==> config.mk <==
export PLATFORM = sky130hd
export DESIGN_NAME = metronome_tempo_ctrl_flat
export DESIGN_NICKNAME = d
export VERILOG_FILES = /design/src/rtl/metronome_tempo_ctrl_pkg.sv /design/src/rtl/metronome_tempo_ctrl_if.sv /design/src/rtl/metronome_tempo_ctrl_btn_debounce.sv /design/src/rtl/metronome_tempo_ctrl.sv /design/src/flat_wrapper.sv
export SDC_FILE = /design/constraint.sdc
export NUM_CORES = 1
export LEC_CHECK = 0
export CAP_MARGIN = 20
export CORE_ASPECT_RATIO = 1.75
export CORE_MARGIN = 2
export CORE_UTILIZATION = 35
export CTS_CLUSTER_SIZE = 10
export DETAILED_ROUTE_END_ITERATION = 10
export HOLD_SLACK_MARGIN = 0.02
export MAX_ROUTING_LAYER = met4
export SYNTH_ARGS = -nofsm -noshare
export SYNTH_HDL_FRONTEND = slang
export SYNTH_HIERARCHICAL = 1
export SYNTH_SLANG_ARGS = --single-unit
==> constraint.sdc <==
create_clock -name clk -period 5.75 [get_ports clk]
set_input_delay 0.575 -clock clk [delete_from_list [all_inputs] [get_ports clk]]
set_output_delay 0.575 -clock clk [all_outputs]
set_load 0.01 [all_outputs]
==> src/rtl/metronome_tempo_ctrl_pkg.sv <==
// Shared metronome constants, field types and the tempo step/clamp helper.
// Used by the tempo controller, its button debouncer and the port interface.
package metronome_tempo_ctrl_pkg;

  localparam int CLK_HZ_DEF      = 27000000;
  localparam int BPM_DEFAULT_DEF = 60;
  localparam int BPM_MIN_DEF     = 30;
  localparam int BPM_MAX_DEF     = 240;
  localparam int BPM_STEP_DEF    = 4;
  localparam int BEATS_DEF       = 8;
  localparam int DEB_CYCLES_DEF  = 270000;

  typedef logic [7:0] bpm_t;
  typedef logic [3:0] beat_t;

  // Widened to 9 bits so bpm+step cannot wrap before the clamp is applied.
  function automatic bpm_t bpm_next(input bpm_t bpm, input logic up, input logic dn,
                                    input bpm_t lo, input bpm_t hi, input bpm_t step);
    logic [8:0] wide;
    wide = {1'b0, bpm};
    case ({up, dn})
      2'b10:   wide = ((wide + {1'b0, step}) > {1'b0, hi}) ? {1'b0, hi} : (wide + {1'b0, step});
      2'b01:   wide = (wide < ({1'b0, lo} + {1'b0, step})) ? {1'b0, lo} : (wide - {1'b0, step});
      default: wide = {1'b0, bpm};
    endcase
    return wide[7:0];
  endfunction

endpackage

==> src/rtl/metronome_tempo_ctrl_if.sv <==
// Button inputs and beat/tempo outputs of the metronome tempo controller.
interface metronome_tempo_ctrl_if;
  import metronome_tempo_ctrl_pkg::*;

  logic  btn_up;
  logic  btn_down;
  logic  beat_tick;
  beat_t beat_num;
  logic  accent;
  bpm_t  bpm;

  modport slave  (input  btn_up, btn_down, output beat_tick, beat_num, accent, bpm);
  modport master (output btn_up, btn_down, input  beat_tick, beat_num, accent, bpm);
endinterface

==> src/rtl/metronome_tempo_ctrl_btn_debounce.sv <==
// Two-flop synchroniser, stable-level debounce counter and one-cycle press pulse.
module metronome_tempo_ctrl_btn_debounce #(
  parameter int DEB_CYCLES = 270000
) (
  input  logic clk,
  input  logic rst_n,
  input  logic btn_raw,
  output logic press
);
  localparam int CNT_W = (DEB_CYCLES > 2) ? $clog2(DEB_CYCLES) : 1;
  localparam logic [CNT_W-1:0] CNT_LAST = CNT_W'(DEB_CYCLES - 1);

  logic [1:0]       sync_q, sync_d;
  logic [CNT_W-1:0] cnt_q, cnt_d;
  logic             stable_q, stable_d;
  logic             press_q, press_d;

  // Counter only runs while the synced level disagrees with the accepted level,
  // so any bounce back to the accepted level restarts the qualification window.
  always_comb begin
    sync_d   = {sync_q[0], btn_raw};
    cnt_d    = cnt_q;
    stable_d = stable_q;
    press_d  = 1'b0;
    if (sync_q[1] != stable_q) begin
      if (cnt_q == CNT_LAST) begin
        cnt_d    = '0;
        stable_d = sync_q[1];
        press_d  = sync_q[1];
      end else begin
        cnt_d = cnt_q + CNT_W'(1);
      end
    end else begin
      cnt_d = '0;
    end
  end

  // Debounce state registers.
  always_ff @(posedge clk or negedge rst_n) begin
    if (!rst_n) begin
      sync_q   <= 2'b00;
      cnt_q    <= '0;
      stable_q <= 1'b0;
      press_q  <= 1'b0;
    end else begin
      sync_q   <= sync_d;
      cnt_q    <= cnt_d;
      stable_q <= stable_d;
      press_q  <= press_d;
    end
  end

  assign press = press_q;
endmodule

==> src/rtl/metronome_tempo_ctrl.sv <==
// Tempo controller: debounced up/down buttons set bpm; a phase accumulator produces
// the beat tick, the 1..BEATS beat number and the downbeat accent.
module metronome_tempo_ctrl
  import metronome_tempo_ctrl_pkg::*;
#(
  parameter int CLK_HZ      = CLK_HZ_DEF,
  parameter int BPM_DEFAULT = BPM_DEFAULT_DEF,
  parameter int BPM_MIN     = BPM_MIN_DEF,
  parameter int BPM_MAX     = BPM_MAX_DEF,
  parameter int BPM_STEP    = BPM_STEP_DEF,
  parameter int BEATS       = BEATS_DEF,
  parameter int DEB_CYCLES  = DEB_CYCLES_DEF
) (
  input logic                   clk,
  input logic                   rst_n,
  metronome_tempo_ctrl_if.slave io
);
  localparam logic [31:0] THRESH   = 32'(CLK_HZ * 60);
  localparam bpm_t        BPM_RST  = bpm_t'(BPM_DEFAULT);
  localparam bpm_t        BPM_LO   = bpm_t'(BPM_MIN);
  localparam bpm_t        BPM_HI   = bpm_t'(BPM_MAX);
  localparam bpm_t        BPM_INC  = bpm_t'(BPM_STEP);
  localparam beat_t       BEAT_TOP = beat_t'(BEATS);

  logic        up_evt_s, dn_evt_s;
  logic [31:0] sum_s;
  logic [31:0] acc_q, acc_d;
  bpm_t        bpm_q, bpm_d;
  beat_t       beat_q, beat_d;
  logic        tick_q, tick_d;
  logic        accent_q, accent_d;

  metronome_tempo_ctrl_btn_debounce #(.DEB_CYCLES(DEB_CYCLES)) u_deb_up (
    .clk(clk), .rst_n(rst_n), .btn_raw(io.btn_up), .press(up_evt_s)
  );

  metronome_tempo_ctrl_btn_debounce #(.DEB_CYCLES(DEB_CYCLES)) u_deb_down (
    .clk(clk), .rst_n(rst_n), .btn_raw(io.btn_down), .press(dn_evt_s)
  );

  // acc < THRESH and bpm < 256, so the 32-bit sum cannot overflow.
  always_comb begin
    sum_s    = acc_q + {24'd0, bpm_q};
    acc_d    = sum_s;
    tick_d   = 1'b0;
    beat_d   = beat_q;
    accent_d = accent_q;
    bpm_d    = bpm_next(bpm_q, up_evt_s, dn_evt_s, BPM_LO, BPM_HI, BPM_INC);
    if (sum_s >= THRESH) begin
      acc_d    = sum_s - THRESH;
      tick_d   = 1'b1;
      beat_d   = ((beat_q == BEAT_TOP) || (beat_q == 4'd0)) ? 4'd1 : (beat_q + 4'd1);
      accent_d = (beat_d == 4'd1);
    end else begin
      acc_d = sum_s;
    end
  end

  // Beat, tempo and accumulator registers.
  always_ff @(posedge clk or negedge rst_n) begin
    if (!rst_n) begin
      acc_q    <= 32'd0;
      bpm_q    <= BPM_RST;
      beat_q   <= 4'd0;
      tick_q   <= 1'b0;
      accent_q <= 1'b0;
    end else begin
      acc_q    <= acc_d;
      bpm_q    <= bpm_d;
      beat_q   <= beat_d;
      tick_q   <= tick_d;
      accent_q <= accent_d;
    end
  end

  assign io.beat_tick = tick_q;
  assign io.beat_num  = beat_q;
  assign io.accent    = accent_q;
  assign io.bpm       = bpm_q;
endmodule
==> src/flat_wrapper.sv <==
// flat-port wrapper written by rule: the top's interface ports become plain ports
module metronome_tempo_ctrl_flat import metronome_tempo_ctrl_pkg::*;
#(
  parameter int CLK_HZ      = CLK_HZ_DEF,
  parameter int BPM_DEFAULT = BPM_DEFAULT_DEF,
  parameter int BPM_MIN     = BPM_MIN_DEF,
  parameter int BPM_MAX     = BPM_MAX_DEF,
  parameter int BPM_STEP    = BPM_STEP_DEF,
  parameter int BEATS       = BEATS_DEF,
  parameter int DEB_CYCLES  = DEB_CYCLES_DEF
)
  (clk, rst_n, io_btn_up, io_btn_down, io_beat_tick, io_beat_num, io_accent, io_bpm);
  metronome_tempo_ctrl_if io_i ();
  input logic clk;
  input logic rst_n;
  input wire logic [$bits(io_i.btn_up)-1:0] io_btn_up;
  input wire logic [$bits(io_i.btn_down)-1:0] io_btn_down;
  output wire logic [$bits(io_i.beat_tick)-1:0] io_beat_tick;
  output wire logic [$bits(io_i.beat_num)-1:0] io_beat_num;
  output wire logic [$bits(io_i.accent)-1:0] io_accent;
  output wire logic [$bits(io_i.bpm)-1:0] io_bpm;
  assign io_i.btn_up = io_btn_up;
  assign io_i.btn_down = io_btn_down;
  assign io_beat_tick = io_i.beat_tick;
  assign io_beat_num = io_i.beat_num;
  assign io_accent = io_i.accent;
  assign io_bpm = io_i.bpm;
  metronome_tempo_ctrl #(.CLK_HZ(CLK_HZ), .BPM_DEFAULT(BPM_DEFAULT), .BPM_MIN(BPM_MIN), .BPM_MAX(BPM_MAX), .BPM_STEP(BPM_STEP), .BEATS(BEATS), .DEB_CYCLES(DEB_CYCLES)) u_core (.clk(clk), .rst_n(rst_n), .io(io_i));
endmodule
# Word-level counts from Yosys, hierarchy flattened
# Index checks and enable logic that the tools add are counted.
[classes]
n_eq_ne = 8
muxes = 14
n_lt_le_gt_ge = 3
add_sub_neg = 7
reduce_logical = 5
[op_table]
columns = ["op", "n"]
rows = [
  ["19-bit 2-to-1 mux", 4],
  ["19-bit by 1-bit adder with 19-bit output, second input constant", 2],
  ["19-bit == test, second input constant", 2],
  ["32-bit by 8-bit adder with 32-bit output", 1],
  ["32-bit by 31-bit >= comparator with 1-bit output, second input constant", 1],
  ["32-bit 2-to-1 mux", 1],
  ["32-bit by 31-bit subtractor with 32-bit output, second input constant", 1],
  ["8-bit 2-to-1 mux", 2],
  ["8-bit one-hot mux with 2 select lines", 1],
  ["8-bit by 3-bit adder with 9-bit output, second input constant", 1],
  ["9-bit by 8-bit > comparator with 1-bit output, second input constant", 1],
  ["8-bit by 6-bit less-than comparator with 1-bit output, second input constant", 1],
  ["8-bit by 3-bit subtractor with 8-bit output, second input constant", 1],
  ["1-bit 2-to-1 mux", 5],
  ["4-bit by 1-bit adder with 4-bit output, second input constant", 1],
  ["4-bit by 1-bit == test with 1-bit output, second input constant", 1],
  ["4-bit == test, second input constant", 1],
  ["4-bit logical NOT", 1],
  ["4-bit 2-to-1 mux", 1],
  ["2-bit AND reduction", 2],
  ["2-bit by 1-bit == test with 1-bit output, second input constant", 1],
  ["2-bit == test, second input constant", 1],
  ["1-bit != test", 2],
  ["2-bit nonzero test", 1],
  ["1-bit logical OR", 1],
]
[word_totals]
out_inout_bits = 14
elab_cells = 50
reg_bits = 92
inputBits = 4

# Longest topological paths before layout
[depth]
ltp_word = 4
ltp_mapped = 16
ltp_nobuf = 14

# Hierarchy
# Netlist, hierarchy kept.
[by_module_without_submodules]
columns = ["mod", "cells_each", "seq_area_each_um2", "area_each_um2", "instances"]
rows = [
  ["metronome_tempo_ctrl", 403, 1106.1, 3409.5, 1],
  ["metronome_tempo_ctrl_btn_debounce", 107, 575.6, 1109.8, 2],
]

# Worst setup path before layout
# No wires, ideal clock.
[synth_path]
path_type = "register to register"
start = "reg u_core.bpm_q[7] (netlist: u_core/io.bpm[7])"
end = "reg u_core.beat_q[3] (netlist: u_core/io.beat_num[3])"
setup_slack_ns = 1.534
setup_ns = 0.126
period_less_slack_ns = 4.216
path_buffers = 2
arrival_time_ns = 4.090
path_stages_with_launch = 17
required_ns = 5.624
cell_sequence = "dfrtp_1 > ha_1 > buf_2 > a211oi_1 > o211ai_1 > a21boi_0 > nor2_1 > inv_1 > ha_1 > or4b_1 > or3_1 > o31a_1 > o31a_1 > o311ai_4 > buf_6 > o21ai_1 > a221o_1"
[synth_via]
elab_chain_cells = 2
[synth_rtl]
columns = ["element", "line_no", "rtl"]
rows = [
  ["from (decl)", "metronome_tempo_ctrl.sv:28", "bpm_t bpm_q, bpm_d;"],
  ["from (signal assigned)", "metronome_tempo_ctrl.sv:69", "bpm_q <= bpm_d;"],
  ["32-bit by 8-bit adder with 32-bit output", "metronome_tempo_ctrl.sv:43", "sum_s = acc_q + {24'd0, bpm_q};"],
  ["32-bit by 31-bit >= comparator with 1-bit output", "metronome_tempo_ctrl.sv:49", "if (sum_s >= THRESH) begin"],
  ["to (signal assigned)", "metronome_tempo_ctrl.sv:70", "beat_q <= beat_d;"],
  ["to (decl)", "metronome_tempo_ctrl.sv:29", "beat_t beat_q, beat_d;"],
]
# Every way passes these cells.
# A chain may end at the register's enable or synchronous reset.

# Worst setup path in the final report
[layout_path]
start = "reg u_core.bpm_q[4] (netlist: u_core/io.bpm[4])"
end = "reg u_core.beat_q[3] (netlist: u_core/io.beat_num[3])"
# Same word-level chain as after synthesis.

==> reports/metrics.csv <==
metric;value;unit
status;complete, no violations;
first-pass GRT wire length;21.6;mm
Final HPWL DP;9.43;mm
Gate Count Post-Synth;617;
DRC viols;0;
RSZ-0062 raised after global routing;no;
Setup Fix Bufs, Post-CTS;0;
Global Route Usage Sum;0.161;
Met2 Wirelength;6.99;mm
Mean Syn Cell Area;9.12;um^2
CTS tree;built;
Min Hold Slack;100;ps
Peak supply drop;0.000121;V
prevailing post-synth register cell;dfrtp_1;
Layout Cells excl Fill;821;
Period Utilization, post-route;0.860;
Starting DRT DRC Count;320;
top cell type's share of synthesized area;0.382;
H-tree depth;3;
routed vias;4648;
CP endpoint kind;flop;
Vias/cell;5.66;
Final Hold Fails;0;
Met3 Routed Length;337;um
count leader, synth;dfrtp_1;
Clock Tree Buf Depth;2;
largest net degree at the start of global routing;73;
Min-Delay Path Class;input port to async pin;
initial antenna violation count;0;
sequential share of the synthesized area;0.401;
#FFs+latches synth;90;
kind of critical path;flop to flop;
# IOs;18;
Die ar.;17200;um^2
Total Routed Length;12.9;mm
Commonest cells post-synth;dfrtp_1, nor2_1, nand2_1;
Max Slew Vio Count;0;
Final Critical Period;4950;ps
clk sinks;90;
Port-buffer cells;16;
Worst setup SP type;flop;
Die X-Extent;99.9;um
slowest cell delay on critical path;630;ps
Rel. slew slack;0.384;
vias in the first global route;4502;
Peak Freq;202;MHz
Finished Core Util;0.393;
post-DR wirelength/cell;15.7;um
Post-synth ARST share;1.00;
Placer Congestion;0.923;
met1 WL;5.17;mm
CTS Hold Bufs;0;
post-route cell area;6210;um^2
Final setup viols;0;
initial core utilization;0.356;
Post-synth EDFFs;0;
share of layout cells above drive strength 1;0.0807;
Placed Instance Area;5930;um^2
Area contributors post-synth;dfrtp_1, xnor2_1, nor2_1;
Row Count;61;
Final #Nets;649;
Synth Cell Area;5630;um^2
Synth area leader;dfrtp_1;
Num CTS Buffers;9;
required time of the critical path;5970;ps
die height;172;um
Worst Tran Pin Value;924;ps
CP Cell Sequence;ha_1 -> a21oi_1 -> o211ai_1 -> a21boi_0 -> nor2_1 -> inv_1 -> ha_1 -> or4b_1 -> or3_1 -> o31a_1 -> o31a_1 -> o311ai_4 -> buf_4 -> o21ai_1 -> a221o_1;
Placed Cells;805;
Worst Path Buf+Inv;2;
final setup skew;6.88;ps
Layout area overhead;10.4;%
critical path's slowest cell;dfstp_2;
Final ANT Viol Nets;0;
core area;15800;um^2
Netlist cell types;65;
CP delay by family, top;compound AO/OA/AOI/OAI gates;
P per Cell Area;198;nW/um^2
clock-pin slew on the worst setup and hold paths;70;ps
leakage power;0.00247;uW
Post-CTS Resized;0;
# fillers;1583;
total gr overflow;0;
Synthesized Nets;639;
Fin Setup TNS;0;ps
Critical Path AT;5170;ps
Synth Warn #;6;
diode count;0;
top layer in use;met4;
Root Driver;clkbuf_16;
Max-cap violations;0;
Skew-Pair Late Insertion Delay;340;ps
CP Max Fanout;28;
drt first pass iters;5;
## path summary, 6_finish.rpt
| path | cells after the start | slack, ps | end | from |
|---|---|---|---|---|
| max in group asynchronous | 2 | 4450 | u_core/acc_q[2] | rst_n |
| hold / removal | 1 | 100 | u_core/acc_q[11] | rst_n |
| min in group clk | 0 | 360 | u_core/u_deb_down/sync_q[1] | u_core/u_deb_down/sync_q[0] |
| hold reg to reg | 0 | 360 | u_core/u_deb_down/sync_q[1] | u_core/u_deb_down/sync_q[0] |
| setup / recovery | 15 | 800 | u_core/io.beat_num[3] | u_core/io.bpm[4] |
| setup reg to reg | 15 | 800 | u_core/io.beat_num[3] | u_core/io.bpm[4] |
## report_power, final
part	switching, uW	internal [uW]
logic	20.7	6.61
clock network	252	307
registers	4.90	638
## routing by layer
layer,vias to the layer above,global-route usage
met4,0,0.0721
met1,2270,0.169
li1,2257,-
met2,91,0.293
met5,-,-
met3,30,0.0248
## cells by family after synthesis
logic type	after synthesis	share of synthesized area
compound gates	113	0.143
mux	7	0.0136
fa+ha+maj	18	0.0400
flops	90	0.401
xor+xnor	68	0.106
simple gates	278	0.262
buf+inv	42	0.0342
other cells	1	0.000666
## cell usage in the layout, fill, tap and decap left out, drive strengths merged, types with 5 or more instances in the layout
cell type / count
and4: 7
nor3b: 5
o21ai: 26
and3: 8
xor2: 24
nand3: 32
inv: 24
xnor2: 44
ha: 18
o211ai: 5
nand4: 28
a211oi: 9
or4: 8
clkdlybuf4s50: 15
nand2: 54
clkbuf: 11
nor4: 12
or3: 14
a31oi: 8
mux2: 5
nor3: 17
nor2: 68
a21oi: 27
dfrtp: 86
o31ai: 13
## per-stage QoR
stage / setup slack [ps] / power (uW)
6_report: 802 / 1230
3_5_place_dp: 799 / 684
3_3_place_gp: 948 / 682
2_1_floorplan: 1530 / 666
5_1_grt: 438 / 1280
4_1_cts: 813 / 1250
## area by class of cell
class	instances	area, um^2	area share
clock buffer	11	243	0.0391
clock inverter	5	37.5	0.00604
inverter	23	86.3	0.0139
multi-input combinational	485	3180	0.512
sequential	90	2260	0.363
tap	189	236	0.0381
timing repair buffer	18	173	0.0278
## flip-flops by register name, indices dropped and copies added (netlist names), 2 cells and up
name,cells
u_core/acc_q,31
u_core/io.beat_num,4
u_core/io.bpm,7
u_core/u_deb_down/cnt_q,19
u_core/u_deb_down/sync_q,2
u_core/u_deb_up/cnt_q,19
u_core/u_deb_up/sync_q,2
Power figures use the tool's default switching activity.
